<file path="src/rtl/input_buffer.sv">
// Operand feed buffer: host writes a 16-entry register file, a stream engine replays a wrapping range to the array.
// Latency 1 cycle from start to arr_valid; the presented word and arr_valid hold while arr_ready is low.
module input_buffer #(
  parameter int DATA_W = 32,
  parameter int DEPTH  = 16,
  parameter int ADDR_W = 4
) (
  input  logic              clk,
  input  logic              rst,
  input  logic              ext_wr_en,
  input  logic [ADDR_W-1:0] ext_wr_addr,
  input  logic [DATA_W-1:0] ext_data,
  input  logic              start,
  input  logic [ADDR_W-1:0] start_addr,
  input  logic [ADDR_W:0]   length,
  output logic [DATA_W-1:0] arr_data,
  output logic              arr_valid,
  input  logic              arr_ready,
  output logic              busy,
  output logic              done
);

  typedef enum logic [1:0] {S_IDLE, S_STREAM, S_DONE} state_t;

  localparam logic [ADDR_W-1:0] ONE_A = ADDR_W'(1);
  localparam logic [ADDR_W:0]   ONE_L = (ADDR_W + 1)'(1);

  logic [DATA_W-1:0] r_mem [DEPTH];
  state_t            r_state;
  logic [ADDR_W-1:0] r_ptr;
  logic [ADDR_W:0]   r_rem;
  logic [DATA_W-1:0] r_data;
  logic              r_valid;
  logic              r_busy;
  logic              r_done;
  logic              w_hs;

  assign w_hs      = r_valid & arr_ready;
  assign arr_data  = r_data;
  assign arr_valid = r_valid;
  assign busy      = r_busy;
  assign done      = r_done;

  // Fetch and host write share one block; the fetch sees the pre-write value on a collision.
  always_ff @(posedge clk or negedge rst) begin
    if (!rst) begin
      for (int i = 0; i < DEPTH; i++) r_mem[i] <= '0;
      r_state <= S_IDLE;
      r_ptr   <= '0;
      r_rem   <= '0;
      r_data  <= '0;
      r_valid <= 1'b0;
      r_busy  <= 1'b0;
      r_done  <= 1'b0;
    end else begin
      if (ext_wr_en) r_mem[ext_wr_addr] <= ext_data;
      r_done <= 1'b0;
      case (r_state)
        S_IDLE: begin
          if (start) begin
            r_busy <= 1'b1;
            if (length != '0) begin
              r_ptr   <= start_addr + ONE_A;
              r_rem   <= length;
              r_data  <= r_mem[start_addr];
              r_valid <= 1'b1;
              r_state <= S_STREAM;
            end else begin
              r_done  <= 1'b1;
              r_state <= S_DONE;
            end
          end
        end
        S_STREAM: begin
          if (w_hs) begin
            if (r_rem == ONE_L) begin
              r_valid <= 1'b0;
              r_done  <= 1'b1;
              r_state <= S_DONE;
            end else begin
              r_data <= r_mem[r_ptr];
              r_ptr  <= r_ptr + ONE_A;
              r_rem  <= r_rem - ONE_L;
            end
          end
        end
        S_DONE: begin
          r_busy  <= 1'b0;
          r_state <= S_IDLE;
        end
        default: r_state <= S_IDLE;
      endcase
    end
  end

endmodule

</file>
<file path="config.mk">
export PLATFORM = sky130hd
export DESIGN_NAME = input_buffer
export DESIGN_NICKNAME = d
export VERILOG_FILES = /design/src/rtl/input_buffer.sv
export SDC_FILE = /design/constraint.sdc
export NUM_CORES = 1
export LEC_CHECK = 0
export BUFFER_PORTS_ARGS = -buffer_cell sky130_fd_sc_hd__buf_2
export CORE_ASPECT_RATIO = 0.8
export CORE_MARGIN = 3
export CORE_UTILIZATION = 50
export DETAILED_ROUTE_END_ITERATION = 12
export PLACE_DENSITY = 0.62
export SLEW_MARGIN = 20
export SYNTH_ARGS = -nofsm -noshare
export SYNTH_HDL_FRONTEND = slang
export SYNTH_SLANG_ARGS = --single-unit
</file>
<file path="constraint.sdc">
create_clock -name clk -period 5.8 [get_ports clk]
set_clock_uncertainty 0.1 [all_clocks]
set_input_delay 0.29 -clock clk [delete_from_list [all_inputs] [get_ports clk]]
set_output_delay 0.29 -clock clk [all_outputs]
set_load 0.02 [all_outputs]
</file>
; Word-level counts from Yosys, hierarchy flattened
; Index checks and enable logic that the tools add are counted.
[totals]
word_cells = 92
ff_bits = 558
mem_bits_rw = 0
output_inout_bits = 35
input_bits = 50
mem_bits_ro = 0
latch_bits = 0
mem_count = 0
[classes]
n_shift = 0
eq_ne = 8
order_cmp = 4
bitwise = 4
n_div = 0
mul = 0
reduce_logical = 9
n_addsub = 3
mux = 41
[ops]
columns = cell, count
row1 = $bwmux W512, 1
row2 = $mux W32, 9
row3 = $bmux W32 S4, 2
row4 = $demux W32 S4, 1
row5 = $pmux W32 S2, 1
row6 = $mux W5, 4
row7 = $mux W4, 4
row8 = $ge A5 B5 Y1 const B, 3
row9 = $not A4 Y5, 3
row10 = $ne A2 B2 Y1 const B, 5
row11 = $pmux W5 S2, 1
row12 = $reduce_and A5 Y1, 2
row13 = $mux W1, 9
row14 = $add A4 B1 Y4 const B, 2
row15 = $mux W2, 4
row16 = $pmux W4 S2, 1
row17 = $pmux W1 S2, 3
row18 = $eq A5 B1 Y1 const B, 1
row19 = $lt A5 B1 Y1 const B, 1
row20 = $reduce_bool A5 Y1, 1
row21 = $sub A5 B1 Y5 const B, 1
row22 = $pmux W2 S2, 1
row23 = $reduce_bool A2 Y1, 2
row24 = $reduce_and A3 Y1, 1
row25 = 6 further kinds, 6

; Depth between registers and ports, before layout
; Gate-level depths: netlist (run 1).
[depth]
word_depth = 7
mapped_depth = 10
depth_no_buf = 7

; Least setup slack after synthesis (run 1)
; No wires, ideal clock.
[synth_path]
path_type = flip-flop to flip-flop
start = register r_state[0]
end = register r_ptr[2]
slack_ps = 3468
required_ps = 5574
arrival_time_ps = 2106
synth_period_minus_slack_ps = 2332
setup_ps = 126
n_path_buf = 2
stages_incl_launch_ff = 9
cell_sequence = dfrtp_1 -> nor2b_2 -> buf_2 -> clkbuf_1 -> mux2_2 -> ha_1 -> xnor2_1 -> nor3_1 -> a221o_1
[synth_via]
elab_chain_cells = 3
elab_cells_between_ends = 9
classes_between = eq/ne: 5 / mux: 1 / reduce/logical: 3
[synth_lines]
columns = item, line_no
row1 = start: declaration, 29  ; state_t r_state;
row2 = start signal: assignment, 48  ; r_state <= S_IDLE;
row3 = start signal: assignment, 67  ; r_state <= S_STREAM;
row4 = start signal: assignment, 70  ; r_state <= S_DONE;
row5 = $eq A2 B1 Y1 or $logic_not A2 Y1 (tied branches), 58  ; case (r_state)
row6 = $ne A2 B2 Y1 (no line) or $reduce_bool A2 Y1 (tied branches), -
row7 = $reduce_and A5 Y1 (no line), -
row8 = end signal: assignment, 63  ; r_ptr <= start_addr + ONE_A;
row9 = end signal: assignment, 82  ; r_ptr <= r_ptr + ONE_A;
row10 = end: declaration, 30  ; logic [ADDR_W-1:0] r_ptr;
; Several ways; a longest one is shown, not always the timed one.
; A chain may end at the register's enable or synchronous reset.

; Worst setup path after layout (run 1)
[layout_path]
start = register r_state[0]
end = register r_data[22] (netlist: arr_data[22])
[layout_via]
elab_chain_cells = 3
elab_cells_between_ends = 9
classes_between = eq/ne: 5 / mux: 1 / reduce/logical: 3
[layout_lines]
columns = item, line_no
row1 = $eq A2 B1 Y1 or $logic_not A2 Y1 (tied branches), 58
row2 = $ne A2 B2 Y1 (no line) or $reduce_bool A2 Y1 (tied branches), -
row3 = $reduce_and A5 Y1 (no line), -
row4 = end signal: assignment, 65  ; r_data <= r_mem[start_addr];
row5 = end signal: assignment, 81  ; r_data <= r_mem[r_ptr];
row6 = end: declaration, 32  ; logic [DATA_W-1:0] r_data;
; Several ways; a longest one is shown, not always the timed one.

==> results of run 1 <==
## per-layer routing
layer | up-vias | routed length (µm) | part of all wire, %
li1 | 8216 | - | -
met1 | 10200 | 38100 | 46
met2 | 560 | 37800 | 46
met3 | 129 | 5090 | 6.1
met4 | 0 | 1820 | 2.2
met5 | - | 0 | 0
## worst paths after layout
check	cells past startpoint	end	slack [ns]	start
worst min register to register	2	arr_data[2]	0.40	arr_data[2]
worst max-delay path	6	arr_data[22]	2.82	r_state[0]
worst min-delay path	2	r_mem[379]	0.04	ext_data[27]
max in group asynchronous	3	arr_data[3]	3.84	rst
min in group asynchronous	2	r_state[0]	0.15	rst
worst max register to register	6	arr_data[22]	2.82	r_state[0]
## worst max-delay path: stages (launching register included)
cell      delay [ns]
dfrtp_1         0.49
nor2b_2         0.76
nand2b_2        0.25
buf_4           0.60
a21oi_1         0.12
a211o_1         0.32
o31ai_2         0.23
## state kept, by name, indices dropped and copies added (netlist names)
signal     cells
arr_data      32
arr_valid      1
busy           1
done           1
r_mem        512
r_ptr          4
r_rem          5
r_state        2
## area by class of cell
class,count,area [µm²]
Inverter,5,18.8
Clock buffer,93,1800
Fill cell,4763,25800
Sequential cell,558,14000
Timing Repair Buffer,153,1140
Clock inverter,15,113
Antenna cell,2,5.00
Multi-Input combinational cell,1375,14900
Tap cell,769,962
## cell usage in the layout (no fill, tap or decap), types with 4 or more instances in the layout
| master | n |
|---|---|
| nand2b_1 | 4 |
| mux2i_1 | 288 |
| dlygate4sd3_1 | 31 |
| mux4_1 | 8 |
| a21oi_1 | 71 |
| clkbuf_8 | 15 |
| clkinv_2 | 10 |
| clkbuf_16 | 61 |
| buf_2 | 82 |
| o31ai_1 | 7 |
| mux4_2 | 120 |
| o31ai_2 | 26 |
| dfrtp_1 | 555 |
| a22oi_1 | 128 |
| o22a_1 | 8 |
| inv_1 | 5 |
| buf_4 | 30 |
| nand2_1 | 42 |
| nor2b_1 | 34 |
| a211oi_1 | 5 |
| o21ai_1 | 5 |
| buf_12 | 8 |
| a211o_1 | 32 |
| mux2_2 | 263 |
| mux2_1 | 252 |
| nor2_4 | 10 |
| clkbuf_1 | 17 |
| a211oi_2 | 27 |
## power breakdown
group | switching [mW] | leakage, nW | internal, mW
registers | 0.919 | 6.83 | 4.89
logic | 2.37 | 6.69 | 2.62
clock network | 1.60 | 0.941 | 2.16
total | 4.89 | 14.5 | 9.67
## logic make-up (layout without fill, tap and decap cells)
group / after synthesis / in the layout / synth area share [%]
mux: 931 / 931 / 38.7
flops: 558 / 558 / 46.6
compound gates: 317 / 317 / 8.33
buf+inv: 213 / 266 / 4.09
simple gates: 122 / 122 / 2.11
fa+ha+maj: 3 / 3 / 0.125
xor+xnor: 2 / 2 / 0.0585
other cells: 0 / 2 / 0
## repair_timing
item / in CTS / in global routing
endpoints found under the hold margin: 249 / 0
hold buffers: 31 / 0
setup endpoints to repair: 0 / 0
setup buffers: 0 / 0
==> flow_summary_export.csv, run 1 <==
group,metric,value,unit
logic_synthesis,synth_async_sr_flop_share,100,%
global_route,grt_max_degree,172,
final_layout,layoutNonFillerInstCount,2970,
sta,rsz0062_at_grt,"false",
clock_network,cts_made_buffers,59,
power_and_ir_drop,total_power,14.6,mW
floorplan,rows,79,
clock_network,root_buffer,"clkbuf_16",
place,dp_hpwl,42.3,mm
logic_synthesis,ys_seq_elements,558,
final_layout,stdcell_area,0.0329,mm²
logic_synthesis,yosysTopAreaCell,"dfrtp_1",
routing,routed_wl,82.8,mm
final_layout,layout-drive-gt1-share,30.8,%
global_route,grt_use_total,26.5,%
logic_synthesis,ys.warnings.count,0,
clock_network,clock_latency,0.62,ns
logic_synthesis,ys.flop_type,"dfrtp_1",
routing,dr.pass1.iters,5,
outcome,outcome,"finished, final reports clean",
sta,min_period,2.98,ns
worst_setup_path,crit_arrival,3.39,ns
sta,slew_headroom,20.1,%
global_route,antenna_found_initial,3,
logic_synthesis,avgSynthCellArea,14.0,µm²
logic_synthesis,syn_inst,2146,
power_and_ir_drop,p_leak,14.5,nW
place,portBuffers,84,
routing,vias,19100,
run,max_cap_violations,0,
clock_network,cts.sinks,558,
global_route,grt_pass1_vias,19700,
floorplan,die_x,280,µm
worst_hold_path,min_path_type,"in2reg",
routing,wl_per_cell,27.9,µm
clock_network,clk_pin_slew,0.06,ns
global_route,grt_pass1_wl,126,mm
logic_synthesis,synth-edff-count,0,
floorplan,die_h,225,µm
floorplan,die_area,0.0629,mm²
logic_synthesis,yosysTopAreaCellShare,46.6,%
sta,drv_slew,0,
final_layout,final_nets,2205,
logic_synthesis,ys_types,47,
sta,finalHoldViolations,0,
sta,worst_pin_slew,1.20,ns
sta,finalSetupViolations,0,
place,place.gp.congestion,0.750,
clock_network,cts_tree,"built",
sta,fmax,336,MHz
place,place_ws,2.89,ns
global_route,grt_use_met1,38.7,%
floorplan,core,0.0587,mm²
worst_setup_path,worstSetupPathType,"reg2reg",
final_layout,final_core_utilization,56.0,%
place,dpl-instance-area,0.0307,mm²
routing,drtAntennaViolNets,0,
routing,drc_errors,0,
routing,drt_iter0_drc,1471,
global_route,gr-total-overflow,0,
sta,setup_tns,0,ns
sta,holdWs,0.0420,ns
worst_setup_path,cp-start-kind,"flop",
logic_synthesis,yosys-top-cells-count,"dfrtp_1 (558), mux2i_1 (288), mux2_2 (263)",
logic_synthesis,yosysSeqAreaShare,46.6,%
global_route,grt.met3_usage,5.01,%
logic_synthesis,synth.area.top_cells,"dfrtp_1 (47%), mux2_2 (9.9%), mux2i_1 (9.6%), mux2_1 (9.5%), mux4_2 (9.0%)",
sta,layout_setup_ws,2.82,ns
logic_synthesis,syn_area,0.0300,mm²
sta,final.period_utilization,51.4,%
worst_setup_path,crit_required,6.21,ns
final_layout,area_delta_synth_final,9.80,%
logic_synthesis,synth_most_common_cell,"dfrtp_1",
clock_network,ctsResizeCount,0,
floorplan,start_util,51.0,%
power_and_ir_drop,peakVddDrop,0.288,mV
routing,post_drt_via_cell_ratio,6.44,
power_and_ir_drop,cellPowerDensity,442,mW/mm²
logic_synthesis,synth_fp_nets,2199,
floorplan,num_io_pins,85,
clock_network,clk_path_buf_depth,3,
place,dpl.cell_count,2829,
global_route,grt-busiest-layer,"met2",
worst_setup_path,crit_fanout,32,
worst_setup_path,crit_path_end_kind,"flop",
clock_network,cts_max_level,2,
global_route,met2_usage,41.2,%
Note: power is estimated with default switching activity, not from simulation.
==> run 2: changes to the inputs <==
clock period = 3 ns   (was 5.8 ns; I/O delays follow)
==> run 2 against run 1 <==
  * Final cell count increased by 1.6%
  * Count of clock-buffer cells in the layout is 5 lower
  * Sequential power increased by 93%
  * Register-to-register slack lost 2.2 ns
  * Critical endpoint is now arr_data[14]
==> flow_summary_export.csv, run 2 (synthesis gave the netlist of run 1 again) <==
group,metric,value,unit
clock_network,cts.sinks,558,
power_and_ir_drop,pwr-share-seq,39.6,%
sta,min_period,2.83,ns
power_and_ir_drop,cellPowerDensity,843,mW/mm²
worst_setup_path,crit_required,3.43,ns
routing,routed_wl,83.4,mm
power_and_ir_drop,peakVddDrop,0.616,mV
clock_network,holdBufCountCts,46,
sta,layout_setup_ws,0.170,ns
sta,finalSetupViolations,0,
final_layout,layoutNonFillerInstCount,3018,
floorplan,core,0.0587,mm²
power_and_ir_drop,power.switching,9.53,mW
clock_network,ctsResizeCount,0,
power_and_ir_drop,total_power,28.3,mW
routing,drc_errors,0,
routing,drt_iter0_drc,1558,
power_and_ir_drop,p_comb_share,35.6,%
clock_network,post_cts_buffers,0,
sta,setup_tns,0,ns
final_layout,area_delta_synth_final,12.1,%
clock_network,cts_max_level,2,
place,place_ws,0.585,ns
sta,fmax,353,MHz
global_route,antenna_found_initial,1,
clock_network,clk_pin_slew,0.06,ns
routing,drtAntennaViolNets,0,
place,place.gp.congestion,0.757,
worst_setup_path,worstSetupPathType,"in2reg",
global_route,grt_max_degree,86,
global_route,grt_use_total,26.8,%
floorplan,die_x,280,µm
global_route,grt_use_met1,40.4,%
floorplan,rows,79,
global_route,grt_pass1_vias,20200,
worst_hold_path,min_path_type,"in2async",
routing,post_drt_via_cell_ratio,6.43,
final_layout,final_common_cell,"dfrtp_1",
place,dp_hpwl,45.7,mm
global_route,grt-busiest-layer,"met2",
worst_setup_path,crit_arrival,3.26,ns
place,dpl.cell_count,2871,
sta,worst_pin_slew,0.848,ns
global_route,grt_pass1_wl,128,mm
final_layout,largest-register,"r_mem",
sta,final.period_utilization,94.3,%
clock_network,clk_path_buf_depth,3,
global_route,gr-total-overflow,0,
clock_network,cts_tree,"built",
floorplan,num_io_pins,85,
routing,wl_per_cell,27.6,µm
sta,finalHoldViolations,0,
floorplan,die_area,0.0629,mm²
clock_network,clock_latency,0.63,ns
global_route,met2_usage,41.9,%
sta,rsz0062_at_grt,"false",
global_route,grt.met3_usage,3.61,%
final_layout,final_nets,2261,
floorplan,start_util,51.0,%
clock_network,cts_made_buffers,58,
routing,dr.pass1.iters,5,
power_and_ir_drop,power.internal,18.8,mW
worst_setup_path,cp-start-kind,"input port",
power_and_ir_drop,swShare,33.6,%
place,dpl-instance-area,0.0313,mm²
power_and_ir_drop,power.share.clock,24.8,%
final_layout,largest_register_ffs,512,
final_layout,most-common-layout-cells,"dfrtp_1 (555), mux2i_1 (288), mux2_2 (263)",
power_and_ir_drop,p_leak,14.8,nW
run,max_cap_violations,0,
worst_setup_path,crit_fanout,43,
final_layout,layout-drive-gt1-share,31.7,%
final_layout,stdcell_area,0.0336,mm²
routing,vias,19400,
clock_network,root_buffer,"clkbuf_16",
place,portBuffers,84,
floorplan,die_h,225,µm
sta,drv_slew,0,
outcome,outcome,"finished, final reports clean",
worst_setup_path,crit_path_end_kind,"flop",
sta,slew_headroom,43.5,%
[run 2: cell count changes in the layout (fill, tap and decap cells not counted)]
cell,delta
clkinv_8,+2
and3_4,-1
clkbuf_16,-2
diode_2,-1
and3_2,+1
clkbuf_1,-1
inv_6,+1
clkinvlp_4,-2
clkinv_2,-2
clkinv_4,-2
dlygate4sd3_1,+15
clkbuf_8,-2
buf_4,+16
buf_12,+26
[run 2: per-stage QoR]
| stage | hold WS [ns] | util [%] |
|---|---|---|
| global placement | 0.137 | 53.3 |
| finish | 0.0856 | 57.2 |
| detailed placement | 0.155 | 53.3 |
| CTS | 0.0601 | 57.2 |
| global route | 0.112 | 57.2 |
| floorplan | -0.246 | - |
[run 2: layout make-up]
class                           count  area (µm²)
Multi-Input combinational cell   1375       14900
Antenna cell                        1        2.50
Sequential cell                   558       14000
Clock inverter                     12         111
Timing Repair Buffer              210        1930
Inverter                            5        18.8
Clock buffer                       88        1720
Tap cell                          769         962
Fill cell                        4756       25100
[run 2: metal layers]
layer	up-vias	part of all wire [%]
li1	8306	-
met1	10400	47
met2	573	46
met3	113	5.7
met4	2	1.8
met5	-	0.011
[run 2: power groups by stage]
| stage | Sequential, mW | Clock, mW | Combinational (mW) |
|---|---|---|---|
| CTS | 11.2 | 7.18 | 10.2 |
| global route | 11.5 | 7.48 | 10.9 |
| detailed placement | 11.3 | 0 | 10.1 |
| floorplan | 10.7 | 0 | 7.84 |
| finish | 11.2 | 7.01 | 10.1 |
| global placement | 11.2 | 0 | 9.89 |
[run 2: critical path, stage by stage]
cell and delay, ns:
dlygate4sd3_1 0.54, buf_2 0.14, or4_1 0.53, dlygate4sd3_1 0.58, o21ai_1 0.22, a21o_4 0.55, buf_4 0.36, nand2_1 0.10
o31ai_2 0.06
[run 2: final timing paths]
| check | from | slack, ns | cells after the start | end |
|---|---|---|---|---|
| min reg2reg | arr_data[31] | 0.39 | 2 | arr_data[31] |
| max in group asynchronous | rst | 1.73 | 3 | r_mem[436] |
| max | length[0] | 0.17 | 9 | arr_data[14] |
| min in group clk | ext_wr_addr[1] | 0.09 | 3 | r_mem[109] |
| min | rst | 0.09 | 2 | r_mem[104] |
| max reg2reg | r_rem[1] | 0.59 | 8 | arr_data[14] |
